**config.mk**
```make
export PLATFORM = sky130hd
export DESIGN_NAME = reg_space_req_arbiter
export DESIGN_NICKNAME = d
export VERILOG_FILES = /design/src/rtl/reg_space_req_arbiter.sv
export SDC_FILE = /design/constraint.sdc
export NUM_CORES = 1
export LEC_CHECK = 0
export ABC_CLOCK_PERIOD_IN_PS = 4730
export CAP_MARGIN = 40
export CORE_MARGIN = 4
export CORE_UTILIZATION = 39
export CTS_BUF_LIST = sky130_fd_sc_hd__clkbuf_8
export DETAILED_ROUTE_END_ITERATION = 12
export PLACE_DENSITY = 0.84
export REMOVE_ABC_BUFFERS = 1
export SKIP_CTS_REPAIR_TIMING = 1
export SYNTH_ARGS = -nofsm -noshare
export SYNTH_HDL_FRONTEND = slang
export SYNTH_SLANG_ARGS = --single-unit
```
**constraint.sdc**
```tcl
create_clock -name clk -period 4.73 [get_ports clk]
set_clock_uncertainty 0.1 [all_clocks]
set_input_delay 0.946 -clock clk [delete_from_list [all_inputs] [get_ports clk]]
set_output_delay 0.946 -clock clk [all_outputs]
set_load 0.01 [all_outputs]
```
**src/rtl/reg_space_req_arbiter.sv**
```systemverilog
// reg_space_req_arbiter: shares one register-bank read/write request port
// between NUM_REQ requesters. Round-robin arbitration, one transaction in
// flight, write beats read within the winning requester.
// Optional macro REG_ARB_TIMEOUT_EN: abort RD/WR after TIMEOUT_CYC cycles,
// returning an error on reads and a sticky error for writes.
module reg_space_req_arbiter #(
    parameter int NUM_REQ     = 2,
    parameter int ADDR_W      = 16,
    parameter int DATA_W      = 32,
    parameter int TIMEOUT_CYC = 255,
    localparam int ID_W       = (NUM_REQ > 1) ? $clog2(NUM_REQ) : 1
) (
    input  logic                      clk,
    input  logic                      rst,
    input  logic [NUM_REQ-1:0]        m_rreq_vld,
    input  logic [NUM_REQ*ADDR_W-1:0] m_rreq_addr,
    output logic [NUM_REQ-1:0]        m_rreq_rdy,
    output logic [DATA_W-1:0]         m_rack_data,
    output logic                      m_rack_err,
    output logic [NUM_REQ-1:0]        m_rack_vld,
    input  logic [NUM_REQ-1:0]        m_rack_rdy,
    input  logic [NUM_REQ-1:0]        m_wreq_vld,
    input  logic [NUM_REQ*ADDR_W-1:0] m_wreq_addr,
    input  logic [NUM_REQ*DATA_W-1:0] m_wreq_data,
    output logic [NUM_REQ-1:0]        m_wreq_rdy,
    output logic [ADDR_W-1:0]         s_rreq_addr,
    output logic                      s_rreq_vld,
    input  logic                      s_rreq_rdy,
    input  logic [DATA_W-1:0]         s_rack_data,
    input  logic                      s_rack_vld,
    output logic                      s_rack_rdy,
    output logic [ADDR_W-1:0]         s_wreq_addr,
    output logic [DATA_W-1:0]         s_wreq_data,
    output logic                      s_wreq_vld,
    input  logic                      s_wreq_rdy,
    output logic                      busy,
    output logic [ID_W-1:0]           grant_id
);
    localparam int PW = ID_W + 1;
    localparam logic [PW-1:0] NUM_REQ_C = PW'(NUM_REQ);

    typedef enum logic [1:0] {IDLE, RD, RSP, WR} state_t;
    state_t state, nstate;

    logic [ID_W-1:0]   rr_ptr, grant_q, nxt_ptr;
    logic [ADDR_W-1:0] addr_q;
    logic [DATA_W-1:0] wdata_q, rdata_q;
    logic              win_found, win_wr, tmo;
    logic [ID_W-1:0]   win_id, idx;
    logic [PW-1:0]     sum;

    // s_rreq_rdy mirrors the ack handshake; completion is taken from s_rack_vld
    logic unused_ok;
    assign unused_ok = s_rreq_rdy;

    // round-robin scan from rr_ptr upward with wrap; first eligible wins
    always_comb begin
        win_found = 1'b0;
        win_wr    = 1'b0;
        win_id    = rr_ptr;
        sum       = '0;
        idx       = '0;
        for (int k = 0; k < NUM_REQ; k++) begin
            sum = {1'b0, rr_ptr} + PW'(k);
            if (sum >= NUM_REQ_C) sum = sum - NUM_REQ_C;
            idx = sum[ID_W-1:0];
            if (!win_found && (m_wreq_vld[idx] || m_rreq_vld[idx])) begin
                win_found = 1'b1;
                win_id    = idx;
                win_wr    = m_wreq_vld[idx];
            end
        end
    end

    assign nxt_ptr = (grant_q == ID_W'(NUM_REQ - 1)) ? '0 : grant_q + 1'b1;

    // state register
    always_ff @(posedge clk) begin
        if (rst) state <= IDLE;
        else     state <= nstate;
    end

    // next-state and handshake outputs
    always_comb begin
        nstate     = state;
        m_wreq_rdy = '0;
        m_rreq_rdy = '0;
        m_rack_vld = '0;
        case (state)
            IDLE: if (win_found && !rst) begin
                if (win_wr) begin
                    m_wreq_rdy[win_id] = 1'b1;
                    nstate = WR;
                end else begin
                    m_rreq_rdy[win_id] = 1'b1;
                    nstate = RD;
                end
            end
            RD:  if (s_rack_vld || tmo) nstate = RSP;
            RSP: begin
                m_rack_vld[grant_q] = 1'b1;
                if (m_rack_rdy[grant_q]) nstate = IDLE;
            end
            WR:  if (s_wreq_rdy || tmo) nstate = IDLE;
            default: nstate = IDLE;
        endcase
    end

    // capture request, read data, and advance the round-robin pointer
    always_ff @(posedge clk) begin
        if (rst) begin
            rr_ptr  <= '0;
            grant_q <= '0;
            addr_q  <= '0;
            wdata_q <= '0;
            rdata_q <= '0;
        end else begin
            case (state)
                IDLE: if (win_found) begin
                    grant_q <= win_id;
                    if (win_wr) begin
                        addr_q  <= m_wreq_addr[int'(win_id)*ADDR_W +: ADDR_W];
                        wdata_q <= m_wreq_data[int'(win_id)*DATA_W +: DATA_W];
                    end else begin
                        addr_q  <= m_rreq_addr[int'(win_id)*ADDR_W +: ADDR_W];
                    end
                end
                RD: begin
                    if (s_rack_vld) rdata_q <= s_rack_data;
                    else if (tmo)   rdata_q <= '0;
                end
                RSP: if (m_rack_rdy[grant_q]) rr_ptr <= nxt_ptr;
                WR:  if (s_wreq_rdy || tmo)   rr_ptr <= nxt_ptr;
                default: ;
            endcase
        end
    end

`ifdef REG_ARB_TIMEOUT_EN
    localparam int CW0   = $clog2(TIMEOUT_CYC + 1);
    localparam int CNT_W = (CW0 > 8) ? CW0 : 8;
    logic [CNT_W-1:0] wait_cnt;
    logic             wr_err_sticky, rsp_err_q;

    // tmo marks the TIMEOUT_CYC-th cycle spent waiting in RD/WR
    assign tmo = (state == RD || state == WR) && (wait_cnt == CNT_W'(TIMEOUT_CYC - 1));

    // wait counter and error flags; a timed-out write is reported on the next read response
    always_ff @(posedge clk) begin
        if (rst) begin
            wait_cnt      <= '0;
            wr_err_sticky <= 1'b0;
            rsp_err_q     <= 1'b0;
        end else begin
            if (state == RD || state == WR) wait_cnt <= wait_cnt + 1'b1;
            else                            wait_cnt <= '0;
            if (state == WR && !s_wreq_rdy && tmo) wr_err_sticky <= 1'b1;
            if (state == RD && (s_rack_vld || tmo)) begin
                rsp_err_q     <= (tmo && !s_rack_vld) || wr_err_sticky;
                wr_err_sticky <= 1'b0;
            end
        end
    end
    assign m_rack_err = (state == RSP) && rsp_err_q;
`else
    assign tmo        = 1'b0;
    assign m_rack_err = 1'b0;
`endif

    assign s_rreq_vld  = (state == RD);
    assign s_rack_rdy  = (state == RD);
    assign s_rreq_addr = addr_q;
    assign s_wreq_vld  = (state == WR);
    assign s_wreq_addr = addr_q;
    assign s_wreq_data = wdata_q;
    assign m_rack_data = rdata_q;
    assign busy        = (state != IDLE);
    assign grant_id    = grant_q;

endmodule

```
* After elaboration in Yosys (flattened, before gate mapping)
Index checks and enable logic that the tools add are counted.
** Word-level totals
- Bits in registers :: 84
- Input port bits :: 171
- Output and inout bits :: 108
- Logic and storage cells :: 84
** Cells by class
- $add $sub $neg :: 4
- Order comparisons :: 8
- Equal/unequal tests :: 7
- Shift operators :: 3
- Mux-type cells :: 40
- Reductions and logical operators :: 16
** Operator list (count)
- 32-bit by 6-bit indexed part select with 16-bit output :: 2
- 64-bit by 7-bit indexed part select with 32-bit output :: 1
- 2-bit two-way mux :: 12
- 1-bit two-way mux :: 23
- 16-bit two-way mux :: 1
- 1-bit by 2-bit < comparator with 1-bit output (second input constant) :: 4
- 2-bit one-hot mux with 4 select lines :: 1
- 2-bit != test (second input constant) :: 3
- 3-bit AND reduction :: 2
- 2-bit == test (second input constant) :: 2
- 1-bit logical AND :: 4
- 2-bit AND reduction :: 2
- 4-bit AND reduction :: 1
- 2-bit nonzero test :: 2
- 1-bit by 1-bit adder with 2-bit output (second input constant) :: 1
- 1-bit demux with 1-bit select :: 2
- 2-bit by 1-bit == test with 1-bit output (second input constant) :: 1
- 1-bit greater-or-equal comparator (second input constant) :: 2
- 1-bit by 2-bit greater-or-equal comparator with 1-bit output (second input constant) :: 1
- 2-bit greater-or-equal comparator (second input constant) :: 1
- 1-bit logical NOT :: 2
- 2-bit logical NOT :: 1
- 1-bit logical OR :: 2
- 2-bit by 1-bit != test with 1-bit output (second input constant) :: 1
- 3 further kinds :: 4

* Depth between registers and ports, before layout
Gate-level depths: netlist of the first run.
- Depth after elaboration :: 16
- Depth in mapped cells :: 8
- Mapped depth without buffers :: 4

* Worst setup path before layout of the first run
Ideal clock, no wire load.
- Path type :: input -> output
- Start point :: input port m_wreq_vld[1]
- End point :: output port m_rreq_rdy[0]
- Arrival :: 2.386 ns
- Data required time :: 3.684 ns
- Path slack :: 1.298 ns
- Stages on the path :: 5
- Buffers on the path :: 2
- Path through :: or2_2 -> maj3_2 -> buf_4 -> buf_2 -> nor4_1
** Between the ends
- Longest elaborated chain between the ends :: 14
- Elaborated cells between the ends (all ways) :: 23
- Classes of those cells :: order compare: 2; mux: 15; reduce/logical: 6
** Ends and longest elaborated chain
- start: declaration :: RTL line 22 : input logic [NUM_REQ-1:0] m_wreq_vld,
- 1-bit two-way mux (implied by the code) (2 in series) :: RTL line 67, 70
- 1-bit logical OR :: RTL line 67 : if (!win_found && (m_wreq_vld[idx] || m_rreq_vld[idx])) begin
- 1-bit two-way mux :: RTL line 67
- 1-bit logical NOT :: RTL line 67
- 1-bit logical AND :: RTL line 67
- 1-bit two-way mux :: RTL line 67
- 1-bit by 2-bit < comparator with 1-bit output (implied by the code) / 1-bit greater-or-equal comparator (equally long branches) :: RTL line 95 : m_rreq_rdy[win_id] = 1'b1;
- 1-bit logical AND (implied by the code) :: RTL line 95
- 1-bit two-way mux (implied by the code) :: RTL line 95
- 1-bit demux with 1-bit select :: RTL line 95
- 2-bit two-way mux :: RTL line 91 : if (win_wr) begin
- 2-bit two-way mux (*) :: RTL line 90 : IDLE: if (win_found && !rst) begin
- 2-bit two-way mux (*) :: RTL line 89 : case (state)
- end: declaration :: RTL line 17 : output logic [NUM_REQ-1:0] m_rreq_rdy,
Every way passes the cells marked *; elsewhere a longest branch is shown, timed or not. The select of a mux whose other input is x is not followed.

* Worst setup path in the final report of the first run
Same ends and word-level chain as after synthesis.

==> out/qor.yml, run 1 <==
global_routing:
  grt_use_total_pct: 22.3
  grt_max_degree: 65
  grt_pass1_wl_mm: 20.8
  grt_pass1_vias: 4219
  antenna_found_initial: 0
  gr-total-overflow: 0
timing:
  rsz0062_at_grt: "no"
  worst_pin_slew_ps: 743
  setup_ws_ps: 613
  setup_viol: 0
  fmax_mhz: 243
  slew_violations: 0
  relSlewSlack_pct: 50.4
  finalCritPeriodShare_pct: 87.0
  hold_viol_final: 0
  min_period_ps: 4120
  tns_ps: 0
setup_path:
  crit_top_cell: "clkdlybuf4s50_1"
  crit_path_max_fanout: 8
  cp_cell_sequence: "clkdlybuf4s50_1 -> or2_2 -> maj3_2 -> nor4_1 -> clkdlybuf4s50_1"
  cp-end-kind: "output port"
  path_class: "in2out"
  crit_path_start_kind: "input port"
  r2r_start: "state[1]$_SDFFE_PP0P_"
  crit_arrival_ps: 3070
  crit_slowest_cell: "clkdlybuf4s50_1"
  max_stage_delay_ps: 640
  cp.required_ps: 3680
  critPathLaunch: "m_wreq_vld[1]"
floorplanning:
  core-area_sq_um: 9950
  placementRows: 36
  start_util_pct: 40.6
  fp.dieW_um: 110
  die_area_sq_um: 12100
  ios: 279
  die_h_um: 110
synth:
  syn_inst: 439
  yosysTopAreaCellShare_pct: 41.6
  avgSynthCellArea_sq_um: 9.21
  synth_area_sq_um: 4040
  synth_most_common_cell: "dfxtp_1"
  ys_seq_area_share_pct: 41.6
  synth-seq-cells: 84
  synth.area.top_cells: "dfxtp_1, mux2_2, mux2i_1"
  synthArstFlopShare_pct: 0
  yosysWarnings: 0
  ys_top_cells_by_count: "dfxtp_1, nand2_1, nor2_1, a21oi_1, a211oi_1"
  synth_edf_count: 0
  synthFlopType: "dfxtp_1"
  yosysTopAreaCell: "dfxtp_1"
  synth_cell_types: 37
outcome:
  status: "completed"
clock_network:
  cts_buffers: 9
  cts_sinks: 84
  cts_tree: "done"
  clock_path_buffers: 2
  clk_pin_slew_worst_paths_ps: 90
  clk_latency_ps: 350
  htree_levels: 3
  root_buffer: "clkbuf_8"
routing:
  finalWirelength_mm: 13.8
  firstDrtPassIters: 5
  drc: 0
  dr.first_iter.drc_count: 188
  via_per_inst: 5.08
  wire_per_inst_um: 16.9
  antenna_left: 0
  vias: 4142
layout:
  antenna_cells: 0
  postLayoutCoreUtil_pct: 69.7
  area_growth_pct: 71.7
  fin_nets: 849
  drive_above_1_share_pct: 10.7
job:
  drv_cap: 0
placement:
  place_ws_ps: 619
  numPortBuffers: 276
  dp_hpwl_mm: 11.0
  gp_congestion: 0.781
power_and_ir_drop:
  powerDensity_nw_per_um2: 326
  power_uw: 2260
  peakVddDrop_mv: 0.193
  p_leak_uw: 0.00248
min_path:
  min-delay-start: "m_rack_data[10]$_SDFFE_PP0P_"
  hold_path.class: "reg2reg"
==> metal layers <==
| metal | routed length, um | GRT usage (%) |
|---|---|---|
| met1 | 4950 | 23.0 |
| met5 | 0 | 0 |
| met2 | 7410 | 41.2 |
| met4 | 292 | 8.10 |
| met3 | 1180 | 7.75 |
==> placed cells by master, fill, tap and decap left out, types with 9 or more instances in the layout <==
master             n
a211oi_1          34
a21oi_1           35
a221o_1           10
clkbuf_8           9
clkdlybuf4s50_1  275
dfxtp_1           84
mux2_2            33
mux2i_1           33
nand2_1           69
nor2_1            37
nor3b_1           18
==> final timing paths <==
path / end / slack (ps) / depth (start not counted)
worst max-delay path: m_rreq_rdy[0] / 610 / 5
worst min-delay path: m_rack_data[10]$_SDFFE_PP0P_ / 360 / 2
worst max register to register: s_rreq_addr[1]$_SDFFE_PP0P_ / 2440 / 4
worst min register to register: m_rack_data[10]$_SDFFE_PP0P_ / 360 / 2
==> cell families (layout without fill, tap and decap cells) <==
group                      count (synthesis)  after routing  share of synthesized area (%)
muxes                                     66             66                           17.4
AOI/OAI and AO/OA                         89             89                           15.8
adders and majority gates                  1              1                          0.279
DFF                                       84             84                           41.6
buffers and inverters                     58            302                           8.33
other                                      1              1                         0.0928
and+or+nand+nor                          140            140                           16.6
==> flip-flops by register name (all words and copies together) (netlist names) <==
signal,cells
s_wreq_data,32
rr_ptr,1
state,2
grant_id,1
m_rack_data,32
s_rreq_addr,16
==> power by group <==
group	internal [uW]	switching, uW
sequential	806	65.5
clock	252	279
combinational	496	362
==> layout make-up <==
cell class	instances	area (sq um)
multi-input combinational	297	2040
clock buffer	9	124
timing repair buffer	283	2840
fill	760	3010
tap	133	166
sequential	84	1680
clock inverter	7	80.1
inverter	3	11.3
==> worst max-delay path: cells and delay by family <==
family                   cells  cell delay (ps)
buffers and inverters        2             1090
AND/OR/NAND/NOR              2              630
adder cells (fa/ha/maj)      1              400
==> stage by stage <==
stage / cell area [sq um] / instances / hold WS, ps
6_report: 6940 / 816 / 359
3_5_place_dp: 6740 / 800 / 348
3_3_place_gp: 6690 / 798 / 342
2_1_floorplan: 3720 / 384 / 374
5_1_grt: 6940 / 816 / 388
4_1_cts: 6940 / 816 / 361
Note: power is estimated with default switching activity, not from simulation.
==> run 2, diff against run 1 <==
--- a/config.mk
+++ b/config.mk
@@ -5,13 +5,15 @@
 export SDC_FILE = /design/constraint.sdc
 export NUM_CORES = 1
 export LEC_CHECK = 0
+export ABC_AREA = 1
 export ABC_CLOCK_PERIOD_IN_PS = 4730
 export CAP_MARGIN = 40
 export CORE_MARGIN = 4
-export CORE_UTILIZATION = 39
+export CORE_UTILIZATION = 40
 export CTS_BUF_LIST = sky130_fd_sc_hd__clkbuf_8
 export DETAILED_ROUTE_END_ITERATION = 12
-export PLACE_DENSITY = 0.84
+export GPL_TIMING_DRIVEN = 0
+export PLACE_DENSITY = 0.81
 export REMOVE_ABC_BUFFERS = 1
 export SKIP_CTS_REPAIR_TIMING = 1
 export SYNTH_ARGS = -nofsm -noshare
==> run 2 against run 1 <==
Net effect:
- flip-flop and latch count is the same
- synthesized cell count up 70%
- wire length grew 14%
- total power grew 57%
- highest routed layer unchanged
- via count increased by 28%
- first-iteration DRC count rose by 77%
- critical path depth rose by 5
- clock power increased by 6.4%
- register-to-register slack worse by 280 ps
- setup slack worse by 300 ps
==> out/qor.yml, run 2 <==
outcome:
  status: "completed"
setup_path:
  cp-end-kind: "output port"
  cp.required_ps: 3680
  reg2reg_slack_ps: 2160
  r2r-end: "s_wreq_data[20]$_SDFFE_PP0P_"
  crit_path_max_fanout: 33
  path_class: "in2out"
  crit_path_start_kind: "input port"
  r2r_start: "rr_ptr$_SDFFE_PP0P_"
  crit_arrival_ps: 3370
  worstRegToRegCells: 11
routing:
  drc: 0
  firstDrtPassIters: 5
  vias: 5294
  wl_met3_mm: 1.44
  wl_met1_mm: 6.27
  dr.first_iter.drc_count: 333
  met2_length_mm: 7.75
  antenna_left: 0
  via_per_inst: 4.71
  wire_per_inst_um: 14.0
  finalWirelength_mm: 15.7
  routed.top_layer: "met4"
floorplanning:
  core-area_sq_um: 11400
  fp.dieW_um: 116
  placementRows: 39
  ios: 279
  start_util_pct: 40.8
  die_h_um: 116
  die_area_sq_um: 13400
clock_network:
  clock_path_buffers: 2
  htree_levels: 3
  cts_buffers: 9
  clk_pin_slew_worst_paths_ps: 70
  cts_sinks: 84
  clk_latency_ps: 340
  root_buffer: "clkbuf_8"
  cts_tree: "done"
min_path:
  min-delay-start: "m_rack_data[14]$_SDFFE_PP0P_"
  min_delay_worst_endpoint: "m_rack_data[14]$_SDFFE_PP0P_"
  hold_depth: 2
  hold_path.class: "reg2reg"
synth:
  ys_top_cells_by_count: "nand2_1, nand3_1, dfxtp_1, nor2_1, inv_1"
  synth.area.top_cells: "dfxtp_1, nand2_1, nand3_1"
  synth-xor-area-share_pct: 0
  synth-seq-cells: 84
  synth-simple-area-share_pct: 43.4
  yosysTopAreaCell: "dfxtp_1"
  synth_most_common_cell: "nand2_1"
  synthFlopType: "dfxtp_1"
  ys_seq_area_share_pct: 36.3
  yosysTopAreaCellShare_pct: 36.3
  muxShareOfSynthArea_pct: 0
  synth_compound_area_share_pct: 6.51
  yosysWarnings: 0
  synth_top_family_by_area: "simple AND/OR/NAND/NOR gates"
  synthArstFlopShare_pct: 0
  synth_edf_count: 0
  avgSynthCellArea_sq_um: 6.21
  yosys.area_share.adder_pct: 0
  synth_cell_types: 26
  synth_area_sq_um: 4630
  syn_inst: 746
timing:
  min_period_ps: 4410
  rsz0062_at_grt: "no"
  hold_viol_final: 0
  slew_violations: 0
  finalCritPeriodShare_pct: 93.3
  worst_pin_slew_ps: 899
  hold-worst-slack_ps: 364
  fmax_mhz: 227
  setup_viol: 0
  relSlewSlack_pct: 40.0
  setup_ws_ps: 318
layout:
  finish.cell_count_without_fillers: 1123
  drive_above_1_share_pct: 4.90
  final_cell_area_sq_um: 7530
  final.fill_count: 1007
  final_cell_mix: "nand2_1, clkdlybuf4s50_1, nand3_1, dfxtp_1, nor2_1"
  area_growth_pct: 62.5
  antenna_cells: 0
  fin_nets: 1146
  final_common_cell: "nand2_1"
placement:
  dp.cells: 1107
  dp_hpwl_mm: 11.8
  numPortBuffers: 276
  gp_congestion: 0.812
  place_ws_ps: 279
  placed_cell_area_sq_um: 7310
global_routing:
  antenna_found_initial: 0
  grt_pass1_vias: 5024
  grt_pass1_wl_mm: 24.2
  grt_use_total_pct: 22.6
  gr-total-overflow: 0
  grt_max_degree: 84
power_and_ir_drop:
  peakVddDrop_mv: 0.239
  powerDensity_nw_per_um2: 471
  p_leak_uw: 0.00338
job:
  drv_cap: 0
## run 2: cell count changes in the layout (fill, tap and decap cells not counted), moves of 34 or more
cell / delta
a211oi_1: -34
nand3_1: +93
nand2_1: +218
inv_1: +54
## run 2: critical path, stage by stage
cell and delay (ps):
clkdlybuf4s50_1 550, nand2_1 90, nand2_2 110, nand2_4 180, nand2_4 360, inv_4 120
nor2_4 220, inv_1 90, nor2_1 120, clkdlybuf4s50_1 570
## run 2: stage by stage
step / power, uW / setup TNS [ps] / utilization [%]
2_1_floorplan: 1990 / 0 / -
3_3_place_gp: 2910 / -4360 / 63.0
3_5_place_dp: 3010 / 0 / 64.3
4_1_cts: 3580 / 0 / 66.2
5_1_grt: 3840 / 0 / 66.2
6_report: 3540 / 0 / 66.2
## run 2: report_power, final
part	switching, uW	total, uW	leakage (uW)	internal (uW)
clock	257	565	0.000121	309
sequential	133	1030	0.000690	899
combinational	1020	1950	0.00257	925
## run 2: worst max path at each step
| stage | start | endpoint | slack [ps] | cells past startpoint |
|---|---|---|---|---|
| 2_1_floorplan | m_rreq_vld[1] | m_wreq_rdy[0] | 890 | 9 |
| 3_3_place_gp | rst | m_wreq_rdy[1] | -1100 | 7 |
| 3_5_place_dp | m_wreq_vld[0] | m_wreq_rdy[1] | 280 | 10 |
| 4_1_cts | m_wreq_vld[0] | m_wreq_rdy[1] | 270 | 10 |
| 5_1_grt | m_wreq_vld[0] | m_wreq_rdy[1] | 130 | 10 |
| 6_report | m_wreq_vld[0] | m_wreq_rdy[1] | 320 | 10 |
## run 2: area by class of cell
type / instances / area, sq um / share of cell area, %
Timing Repair Buffer: 283 / 2910 / 38.6
Multi-Input combinational cell: 539 / 2320 / 30.8
Sequential cell: 84 / 1680 / 22.3
Inverter: 58 / 228 / 3.02
Tap cell: 143 / 179 / 2.38
Clock buffer: 10 / 138 / 1.83
Clock inverter: 6 / 80.1 / 1.06
## run 2: metal layers
metal  GRT usage [%]  vias up
met5               0        -
met4            6.57        0
met3            6.58       19
met2            39.8      193
met1            26.8     2345
li1                -     2737
## run 2: cell families (layout without fill, tap and decap cells)
kind of cell           count (synthesis)  count (layout)
AO/OA/AOI/OAI                         60              60
buffers and inverters                123             357
flip-flops                            84              84
other                                  1               1
AND/OR/NAND/NOR                      478             478
